<file path="src/rtl/pipe_hazard_ctrl.sv">
// Hazard controller: shadow pipeline, load-use stall, forwarding select, multi-cycle FPU stall FSM, branch flush.
// Define FLOAT_RF_EN to track a separate float register file (f0 is a real register).
module pipe_hazard_ctrl #(
    parameter int STAGES      = 3,
    parameter int BR_STAGE    = 2,
    parameter int RAW         = 5,
    parameter int FPU_MAX_CYC = 16
) (
    input  logic                          clock,
    input  logic                          clear,
    input  logic                          id_valid,
    input  logic [RAW-1:0]                id_rd,
    input  logic [RAW-1:0]                id_rs1,
    input  logic [RAW-1:0]                id_rs2,
    input  logic                          id_rs1_used,
    input  logic                          id_rs2_used,
    input  logic                          id_regwrite,
    input  logic                          id_memread,
    input  logic                          id_fpu_multi,
    input  logic                          id_float_rd,
    input  logic                          id_float_rs1,
    input  logic                          id_float_rs2,
    input  logic                          fpu_done,
    input  logic                          branch_taken,
    output logic                          pc_en,
    output logic                          ifid_en,
    output logic                          ifid_flush,
    output logic                          idex_bubble,
    output logic [STAGES-1:0]             flush_mask,
    output logic [$clog2(STAGES+1)-1:0]   fwd_a,
    output logic [$clog2(STAGES+1)-1:0]   fwd_b,
    output logic                          fpu_busy,
    output logic                          fpu_timeout
);
    localparam int FW = $clog2(STAGES + 1);
    localparam int CW = $clog2(FPU_MAX_CYC);

    typedef enum logic {IDLE, BUSY} state_t;
    state_t state, state_n;

    logic id_f_rd, id_f_rs1, id_f_rs2;
`ifdef FLOAT_RF_EN
    assign id_f_rd  = id_float_rd;
    assign id_f_rs1 = id_float_rs1;
    assign id_f_rs2 = id_float_rs2;
`else
    assign id_f_rd  = 1'b0;
    assign id_f_rs1 = 1'b0;
    assign id_f_rs2 = 1'b0;
    logic unused_float;
    assign unused_float = id_float_rd ^ id_float_rs1 ^ id_float_rs2;
`endif

    logic [STAGES:1] e_valid, e_rw, e_mr, e_fpu, e_frd;
    logic [RAW-1:0]  e_rd [1:STAGES];
    logic [STAGES:1] n_valid, n_rw, n_mr, n_fpu, n_frd;
    logic [RAW-1:0]  n_rd [1:STAGES];
    logic [STAGES:1] kill;
    logic [RAW-1:0]  ex_rs1, ex_rs2;
    logic            ex_u1, ex_u2, ex_f1, ex_f2;
    logic [CW-1:0]   cnt, cnt_n;
    logic            hold1, ins_bubble, load_use, fpu_exit, cnt_last;
    logic            unused_tail;

    assign unused_tail = e_mr[STAGES] ^ e_fpu[STAGES];

    // Integer x0 never matches; float f0 does, and the two files never alias.
    function automatic logic reg_match(input logic [RAW-1:0] rd, input logic rd_f,
                                       input logic [RAW-1:0] rs, input logic rs_f);
        return (rd == rs) && (rd_f == rs_f) && (rd_f || (rd != '0));
    endfunction

    assign cnt_last = (cnt == CW'(FPU_MAX_CYC - 1));
    assign fpu_exit = (state == BUSY) && (fpu_done || cnt_last);
    assign load_use = id_valid && e_valid[1] && e_mr[1] &&
                      ((id_rs1_used && reg_match(e_rd[1], e_frd[1], id_rs1, id_f_rs1)) ||
                       (id_rs2_used && reg_match(e_rd[1], e_frd[1], id_rs2, id_f_rs2)));

    always_comb begin
        pc_en       = 1'b1;
        ifid_en     = 1'b1;
        ifid_flush  = 1'b0;
        idex_bubble = 1'b0;
        flush_mask  = '0;
        fpu_busy    = 1'b0;
        fpu_timeout = 1'b0;
        kill        = '0;
        hold1       = 1'b0;
        ins_bubble  = 1'b0;
        state_n     = state;
        cnt_n       = cnt;
        if (clear) begin
            fpu_busy = (state == BUSY);
            if (branch_taken) begin
                ifid_flush = 1'b1;
                ins_bubble = 1'b1;
                for (int k = 1; k < BR_STAGE; k++) begin
                    flush_mask[k-1] = 1'b1;
                    kill[k]         = 1'b1;
                end
                if (state == BUSY) kill[1] = 1'b1;
            end else if (state == BUSY) begin
                pc_en       = 1'b0;
                ifid_en     = 1'b0;
                fpu_timeout = cnt_last && !fpu_done;
                if (fpu_exit) ins_bubble = 1'b1;
                else          hold1      = 1'b1;
            end else if (load_use) begin
                pc_en       = 1'b0;
                ifid_en     = 1'b0;
                idex_bubble = 1'b1;
                ins_bubble  = 1'b1;
            end
            case (state)
                IDLE: if (e_valid[1] && e_fpu[1] && !kill[1]) begin
                    state_n = BUSY;
                    cnt_n   = '0;
                end
                BUSY: if (branch_taken || fpu_exit) begin
                    state_n = IDLE;
                    cnt_n   = '0;
                end else begin
                    cnt_n = cnt + 1'b1;
                end
                default: state_n = IDLE;
            endcase
        end
    end

    // Shadow pipeline advance; stage 2 takes a bubble while the FPU holds stage 1.
    always_comb begin
        n_valid = e_valid;
        n_rw    = e_rw;
        n_mr    = e_mr;
        n_fpu   = e_fpu;
        n_frd   = e_frd;
        n_rd    = e_rd;
        for (int k = 2; k <= STAGES; k++) begin
            n_valid[k] = e_valid[k-1] && !kill[k-1];
            n_rw[k]    = e_rw[k-1];
            n_mr[k]    = e_mr[k-1];
            n_fpu[k]   = e_fpu[k-1];
            n_frd[k]   = e_frd[k-1];
            n_rd[k]    = e_rd[k-1];
        end
        if (hold1) begin
            n_valid[1] = e_valid[1];
            n_rw[1]    = e_rw[1];
            n_mr[1]    = e_mr[1];
            n_fpu[1]   = e_fpu[1];
            n_frd[1]   = e_frd[1];
            n_rd[1]    = e_rd[1];
            n_valid[2] = 1'b0;
        end else begin
            n_valid[1] = id_valid && !ins_bubble;
            n_rw[1]    = id_regwrite;
            n_mr[1]    = id_memread;
            n_fpu[1]   = id_fpu_multi;
            n_frd[1]   = id_f_rd;
            n_rd[1]    = id_rd;
        end
    end

    // Forwarding for the EX sources: nearest (smallest k) producer wins.
    always_comb begin
        fwd_a = '0;
        fwd_b = '0;
        if (clear) begin
            for (int k = STAGES; k >= 2; k--) begin
                if (e_valid[k] && e_rw[k] && ex_u1 && reg_match(e_rd[k], e_frd[k], ex_rs1, ex_f1))
                    fwd_a = FW'(k);
                if (e_valid[k] && e_rw[k] && ex_u2 && reg_match(e_rd[k], e_frd[k], ex_rs2, ex_f2))
                    fwd_b = FW'(k);
            end
        end
    end

    always_ff @(posedge clock or negedge clear) begin
        if (!clear) state <= IDLE;
        else        state <= state_n;
    end

    always_ff @(posedge clock or negedge clear) begin
        if (!clear) begin
            e_valid <= '0;
            cnt     <= '0;
            ex_u1   <= 1'b0;
            ex_u2   <= 1'b0;
        end else begin
            e_valid <= n_valid;
            cnt     <= cnt_n;
            if (!hold1) begin
                ex_u1 <= id_valid && id_rs1_used;
                ex_u2 <= id_valid && id_rs2_used;
            end
        end
    end

    always_ff @(posedge clock) begin
        e_rw  <= n_rw;
        e_mr  <= n_mr;
        e_fpu <= n_fpu;
        e_frd <= n_frd;
        e_rd  <= n_rd;
        if (!hold1) begin
            ex_rs1 <= id_rs1;
            ex_rs2 <= id_rs2;
            ex_f1  <= id_f_rs1;
            ex_f2  <= id_f_rs2;
        end
    end
endmodule

</file>
<file path="config.mk">
export PLATFORM = sky130hd
export DESIGN_NAME = pipe_hazard_ctrl
export DESIGN_NICKNAME = d
export VERILOG_FILES = /design/src/rtl/pipe_hazard_ctrl.sv
export SDC_FILE = /design/constraint.sdc
export NUM_CORES = 1
export LEC_CHECK = 0
export CAP_MARGIN = 30
export CORE_MARGIN = 4
export CORE_UTILIZATION = 50
export DETAILED_ROUTE_END_ITERATION = 10
export PLACE_DENSITY = 0.82
export SETUP_SLACK_MARGIN = 0.5
export SLEW_MARGIN = 5
export SYNTH_ARGS = -nofsm -noshare
export SYNTH_HDL_FRONTEND = slang
export SYNTH_SLANG_ARGS = --single-unit
</file>
<file path="constraint.sdc">
create_clock -name clock -period 2.75 [get_ports clock]
set_input_delay 0.55 -clock clock [delete_from_list [all_inputs] [get_ports clock]]
set_output_delay 0.55 -clock clock [all_outputs]
set_load 0.01 [all_outputs]
</file>
== Word level (Yosys, flattened, before mapping) ==
Cells that the tools add are included.
Word-level totals
  register bits after elaboration: 40
  input port bits: 28
  output and inout bits: 13
  word-level logic and storage cells: 102
Operators by class
  $add $sub $neg: 1
  equality and inequality tests: 8
  multiplexer cells: 37
  bitwise gates (word level): 1
  reductions and logical operators: 40
Operator list (number)
  == test 5 bit: 6
  logical AND 1 bit: 29
  2-to-1 mux 1 bit: 27
  nonzero test 5 bit: 3
  2-to-1 mux 2 bit: 6
  2-to-1 mux 4 bit: 2
  one-hot mux 4 bit (2 select lines): 1
  adder 4 x 1 -> 4 bit (second input constant): 1
  == test 4 bit (second input constant): 1
  zero test 1 bit: 4
  logical OR 1 bit: 3
  != test 2 bit (second input constant): 1
  one-hot mux 1 bit (2 select lines): 1
  AND reduction 2 bit: 1
  inverter 1 bit: 1

== Longest topological paths before layout ==
  word-level depth: 11
  mapped depth: 5
  mapped depth without buffers: 5

== Worst setup path before layout ==
OpenSTA, ideal clock, no wires.
  kind: flip-flop to output port
  start point: register e_rd[11] (netlist name)
  end point: output pc_en
  data arrival time: 1685 ps
  data required time: 2200 ps
  path slack: 515 ps
  stages on the path, launching flop included: 6
  buffers on the path: 1
  path through: edfxtp_1 > or4_1 > o2111ai_2 > nor2_1 > a22oi_1 > buf_4
Between the ends
  longest elaborated chain between the ends: 9
  elaborated cells between the ends (all ways): 13
  those cells by class: 2 x eq/ne; 4 x mux; 7 x reduce/logical
RTL lines
  from (decl): RTL line 55  | logic [RAW-1:0] e_rd [1:STAGES];
  from (signal assigned): RTL line 204  | e_rd <= n_rd;
  == test 5 bit or nonzero test 5 bit (tied branches): RTL line 70  | return (rd == rs) && (rd_f == rs_f) && (rd_f || (rd != '0));
  logical AND 1 bit: RTL line 70
  logical AND 1 bit, on equally long branches: RTL line 76, 77
  logical OR 1 bit (*): RTL line 76  | ((id_rs1_used && reg_match(e_rd[1], e_frd[1], id_rs1, id_f_rs1)) ||
  logical AND 1 bit (*): RTL line 75  | assign load_use = id_valid && e_valid[1] && e_mr[1] &&
  2-to-1 mux 1 bit (*) (4 in series)
  to (decl): RTL line 25  | output logic pc_en,
Mark *: on every way between the ends. The rest lies on a longest branch, timed or not.

== Final worst setup path ==
  start point: register e_rd[11] (netlist name)
  end point: output idex_bubble
Between the ends
  longest elaborated chain between the ends: 9
  elaborated cells between the ends (all ways): 13
  those cells by class: 2 x eq/ne; 4 x mux; 7 x reduce/logical
RTL lines
  == test 5 bit or nonzero test 5 bit (tied branches): RTL line 70
  logical AND 1 bit: RTL line 70
  logical AND 1 bit, on equally long branches: RTL line 76, 77
  logical OR 1 bit (*): RTL line 76
  logical AND 1 bit (*): RTL line 75
  2-to-1 mux 1 bit (*): RTL line 108  | end else if (load_use) begin
  2-to-1 mux 1 bit (*): RTL line 102  | end else if (state == BUSY) begin
  2-to-1 mux 1 bit (*): RTL line 94  | if (branch_taken) begin
  2-to-1 mux 1 bit (*): RTL line 92  | if (clear) begin
  to (decl): RTL line 28  | output logic idex_bubble,
Marks and branches as above.

==> metrics <==
Power per Cell Area=slightly below 500 nW/um^2; Sw Share=25.4%; Critical Path RT=2.20 ns; CTS buffer count=5; vias in the first global route=1424; part of the power in registers=58.1%; post-DP HPWL=2990 microns; sequential fraction of the synthesis area=around three fifths; worst reg2reg path depth=6; fin nets=234; clk slew on worst S/H paths=0.11 ns; Comb power frac=16.6%; Max Cap Viol=0; first-pass GRT wire length=6420 microns; root buffer cell=clkbuf_4; Synth Instances=~140; DR WL/cell=16.6 microns; drt pass-1 iters=4; Unique masters post-synth=37; register bit total from synthesis=40; ys flop type=edfxtp_1; Tot GR Track Use=19.5%; Remaining DRCs=0; GP Congestion=0.807; Port-buffer cells=35; Internal=0.905 mW; outcome=finished clean; footprint of the multi-input gates=just over 800 sq um; Die W=~67 microns; core area=roughly 3400 sq um; HP Class=in -> async; hold_ws=around 0.30 ns; critical path startpoint category=flop; worst skew pair latency=0.35 ns; final setup TNS=0 ns; Antenna Nets Post-Route=0; Post-Syn Area per Cell=12.3 sq um; fraction of layout cells with a size suffix above 1=31.1%; Synth warnings=0; Lkg Pwr=0.978 nW; Max clock buf depth=2; RR Endpoint=e_valid[1]$_DFFE_PN0N_; storage element area=around 1000 sq um; final setup violation count=0; CP Capture Type=output pin; number of fillers in the final layout=about 220; initial antenna violation count=0; # rows=21; Mapped Area=1770 sq um; final hold vios=0; Clk pwr share=25.3%; Fmax=406 MHz; crit path time final=2.46 ns; IO Count=41; CTS tree=done; Max H-tree Level=2; Fin Clk Skew=0.0189 ns; number of synthesized flops with an enable pin=18; Area Growth Syn to Fin=40.4%; CP max FO=2; Overall Power=1.21 mW; reg2reg setup slack=slightly above 1 ns; Hold-fix buffers, CTS=0; total gr overflow=0; drt total wl=4190 microns; die area=4550 sq um; net switching power=0.309 mW; Final Max Slew Viols=0; RSZ-0062 raised after global routing=yes; largest net degree at the start of global routing=15; Critical Path AT=1.91 ns; n_diodes=0; FFs w/ async S/R, synth=25.0%; Reg-to-Reg Start=e_rd[11]$_DFFE_PN_; routed vias/inst=5.41; # clock sinks=40; via count=1364; final worst path period share=89.5%; Initial Util=between 50% and 60%; initial DRC count=50; critical path start-end classification=reg -> out; Max VDD drop=0.473 mV; die height=between 60 and 70 microns
-- cell type report --
class | instances | area share, %
timing repair buffer | 58 | 19.8
clock buffer | 7 | 2.22
clock inverter | 1 | 0.252
sequential | 40 | 41.9
inverter | 6 | 0.907
multi-input combinational | 94 | 32.5
tap | 46 | 2.32
-- logic make-up after synthesis --
logic type / count (synthesis) / share of synthesized area, %
flip-flops: 40 / 58.3
buffers and inverters: 11 / 3.25
AO/OA/AOI/OAI: 20 / 9.12
other: 1 / 0.212
multiplexers: 1 / 0.566
adder cells (fa/ha/maj): 1 / 0.707
XOR/XNOR: 30 / 14.9
AND/OR/NAND/NOR: 40 / 13.0
-- synth_stat cells (4+ instances only) --
library cell | n | area, sq um
dfrtp_1 | 10 | 250
edfxtp_1 | 18 | 541
nand2_1 | 6 | 22.5
dfxtp_1 | 12 | 240
nand3_1 | 6 | 30.0
o21ai_0 | 4 | 20.0
buf_4 | 4 | 30.0
xnor2_1 | 23 | 201
xor2_1 | 7 | 61.3
nand4_1 | 5 | 31.3
nor4_1 | 5 | 31.3
inv_1 | 5 | 18.8
-- power groups by stage --
| stage | Combinational (mW) | Clock, mW | Sequential [mW] |
|---|---|---|---|
| 4_1_cts | 0.180 | 0.313 | 0.700 |
| 6_report | 0.201 | 0.307 | 0.705 |
| 3_5_place_dp | 0.164 | 0 | 0.714 |
| 2_1_floorplan | 0.0882 | 0 | 0.707 |
| 5_1_grt | 0.217 | 0.348 | 0.710 |
| 3_3_place_gp | 0.158 | 0 | 0.712 |
-- state kept, by name (all words and copies together) (netlist names) --
name,count
ex_rs1,5
e_valid,3
ex_u1,1
ex_u2,1
cnt,4
ex_rs2,5
state,1
e_rd,15
e_rw,3
e_mr,1
e_fpu,1
-- how the worst max path moves through the flow --
| stage | from | endpoint | slack, ns | cells past startpoint |
|---|---|---|---|---|
| 6_report | e_rd[11]$_DFFE_PN_ | idex_bubble | 0.29 | 5 |
| 5_1_grt | e_rd[2]$_DFF_P_ | fwd_a[1] | 0.20 | 6 |
| 4_1_cts | e_rd[13]$_DFFE_PN_ | ifid_en | 0.26 | 5 |
| 3_5_place_dp | id_rs2[3] | idex_bubble | -0.12 | 6 |
| 3_3_place_gp | id_rs2[1] | idex_bubble | -0.09 | 6 |
| 2_1_floorplan | e_rd[11]$_DFFE_PN_ | pc_en | 0.52 | 5 |
-- worst max-delay path, cell delays in order, from the launching register on --
cell and delay (ns):
edfxtp_1 0.40, or4_4 0.56, o2111ai_4 0.23, inv_2 0.07
and4_1 0.19, buf_2 0.13
-- per-layer routing --
metal	GRT usage, %	vias up	wire (microns)
met5	0	-	0
met4	11.6	0	144
met3	3.83	13	197
met2	34.3	50	2210
met1	21.6	658	1640
li1	-	643	-
-- through the flow --
step,cells,setup WS (ns),instance area (sq um),util (%)
final,252,0.289,2480,73.3
after global placement,233,-0.0866,2240,66.0
after floorplan,145,0.515,1770,-
after CTS,249,0.259,2380,70.1
after detailed placement,233,-0.123,2240,66.0
after global routing,252,0.200,2480,73.3
-- repair_timing --
action,in CTS,in global routing
pin swaps,9,10
resized for setup,51,15
setup buffers,8,3
endpoints found under the setup margin,11,8
-- layout by cell type (no fill, tap or decap), drive strengths merged, types with 7 or more instances in the layout --
master,netlist,final
inv,6,7
xnor2,23,23
clkdlybuf4s50,0,23
edfxtp,18,18
o21ai,7,7
xor2,7,7
dfxtp,12,12
buf,5,30
clkbuf,0,8
dfrtp,10,10
(Power assumes the default switching activity.)
==> RTL edit: new RTL, same settings <==
Build with the macro `FLOAT_RF_EN` defined.
--- a/src/rtl/pipe_hazard_ctrl.sv
+++ b/src/rtl/pipe_hazard_ctrl.sv
@@ -1,5 +1,7 @@
 // Hazard controller: shadow pipeline, load-use stall, forwarding select, multi-cycle FPU stall FSM, branch flush.
 // Define FLOAT_RF_EN to track a separate float register file (f0 is a real register).
+`define FLOAT_RF_EN
+
 module pipe_hazard_ctrl #(
     parameter int STAGES      = 3,
     parameter int BR_STAGE    = 2,
Behaviour: not the same (a bounded check fails within 4 cycles, from zero or initial values).
==> RTL edit against the original RTL <==
Power up 15%; routed wire length up 18%; utilization up 0.86 points; combinational power up 7%; setup slack worse by 0.039 ns; worst hold slack better by 0.015 ns; design area up 12%; global-route usage up 1.0 points; maximum frequency down 1.5%; sequential cell count up 5; synthesized area up 12%; critical path type unchanged; highest routed layer unchanged.
==> RTL edit: results (changes against the original RTL) <==
outcome completed; Worst Path Arrival 1.95 ns (+0.04 ns); portion of synthesized cell area occupied by the leading cell type 31.94% (+1.4 points); Static Leak 1.125 nW (+15%); clock latency of the later-clocked register in the worst-skew pair 0.29 ns (-0.06 ns); Total Wirelength 4966 um (+18%); Tot GR Track Use 20.54% (+1.0 points); via count of the first global-routing pass 1619 (+14%); peak supply drop 292.4 uV (-38%); number of inserted filler cells in the final layout 249 (+15%); Area contributors post-synth sky130_fd_sc_hd__edfxtp_1, sky130_fd_sc_hd__dfxtp_1, sky130_fd_sc_hd__dfrtp_1, sky130_fd_sc_hd__xnor2_1, sky130_fd_sc_hd__xor2_1; number of flops mapped to enable cells by yosys 21 (+3); Switching Power 344.2 uW (+11%); Post-Place Worst Slack -0.2376 ns (-0.1149 ns); via-per-instance ratio 5.482 (+1.3%); die outline area 5018 sq um (+10%); Cell variety after synth 39 (+5.4%); root buffer cell sky130_fd_sc_hd__clkbuf_8; HPWL Detailed 3360 um (+12%); clock-pin slew of the registers on the worst-case setup and hold paths 0.08 ns (-0.03 ns); routability-driven placement congestion ratio 0.8510 (+5.4%); violation count after the first detailed-routing iteration 81 (+62%); worst setup skew after layout 0.006765 ns (-0.01211 ns); most common library cells after synthesis sky130_fd_sc_hd__xnor2_1, sky130_fd_sc_hd__edfxtp_1, sky130_fd_sc_hd__dfxtp_1, sky130_fd_sc_hd__nand3_1, sky130_fd_sc_hd__dfrtp_1; pin count of the biggest net entering global routing 25 (+10)
RTL edit: cell count changes in the layout (fill, tap and decap cells not counted), moves of 3 or more:
cell	delta
sky130_fd_sc_hd__dfxtp_2	-5
sky130_fd_sc_hd__xnor2_1	+6
sky130_fd_sc_hd__clkbuf_8	+4
sky130_fd_sc_hd__dlygate4sd2_1	+10
sky130_fd_sc_hd__dfxtp_1	+6
sky130_fd_sc_hd__o21ai_1	-3
sky130_fd_sc_hd__clkdlybuf4s50_1	-10
sky130_fd_sc_hd__nor2_1	+3
sky130_fd_sc_hd__edfxtp_1	+3
sky130_fd_sc_hd__buf_4	+6
sky130_fd_sc_hd__clkbuf_4	-5
sky130_fd_sc_hd__nand3_1	+6
RTL edit: repair_timing:
| item | in CTS | in global routing |
|---|---|---|
| setup buffers | 7 | 2 |
| setup endpoints to repair | 12 | 7 |
| gates resized for setup | 69 | 5 |
| gates cloned | 0 | 0 |
| pin swaps | 14 | 10 |
RTL edit: power groups by stage:
stage / Sequential (mW) / Clock (mW) / Combinational [mW]
2_1_floorplan: 0.797 / 0 / 0.0931
3_3_place_gp: 0.802 / 0 / 0.182
3_5_place_dp: 0.806 / 0 / 0.190
4_1_cts: 0.791 / 0.389 / 0.205
5_1_grt: 0.799 / 0.425 / 0.230
6_report: 0.792 / 0.382 / 0.215
RTL edit: logic make-up after synthesis:
logic type               after synthesis  synth area share, %
AO/OA/AOI/OAI                         20                7.986
XOR/XNOR                              36                15.97
adder cells (fa/ha/maj)                1               0.6336
buffers and inverters                  9                2.472
flip-flops                            45                58.81
multiplexers                           1               0.5070
other                                  1               0.1899
AND/OR/NAND/NOR                       47                13.44
RTL edit: area by class of cell:
class	count	area share (%)
Multi-Input combinational cell	107	31.02
Clock inverter	1	0.2705
Tap cell	48	2.164
Timing Repair Buffer	67	21.01
Sequential cell	45	42.11
Inverter	5	0.6763
Clock buffer	7	2.750
RTL edit: final timing paths:
kind	startpoint	to	slack, ns	depth (start not counted)
max in group asynchronous	clear	state	2.17	3
min in group clock	e_rw[1]	e_rw[2]	0.35	0
setup reg to reg	e_rd[10]	e_valid[1]	0.93	7
setup / recovery	e_rd[5]	fwd_a[1]	0.25	6
hold / removal	clear	cnt[0]	0.32	2
hold reg to reg	e_rw[1]	e_rw[2]	0.35	0
RTL edit: layer usage:
metal / GRT usage [%] / wire length, um / vias to the layer above
met5: 0 / 0 / -
met4: 8.142 / 120 / 0
met3: 5.398 / 281 / 15
met2: 35.84 / 2632 / 68
met1: 24.01 / 1932 / 731
li1: - / - / 721
RTL edit: per-stage QoR:
step | cells | instance area, sq um
after floorplan | 161 | 1983
after CTS | 278 | 2735
after detailed placement | 263 | 2556
after global placement | 263 | 2556
after global routing | 280 | 2775
final | 280 | 2775
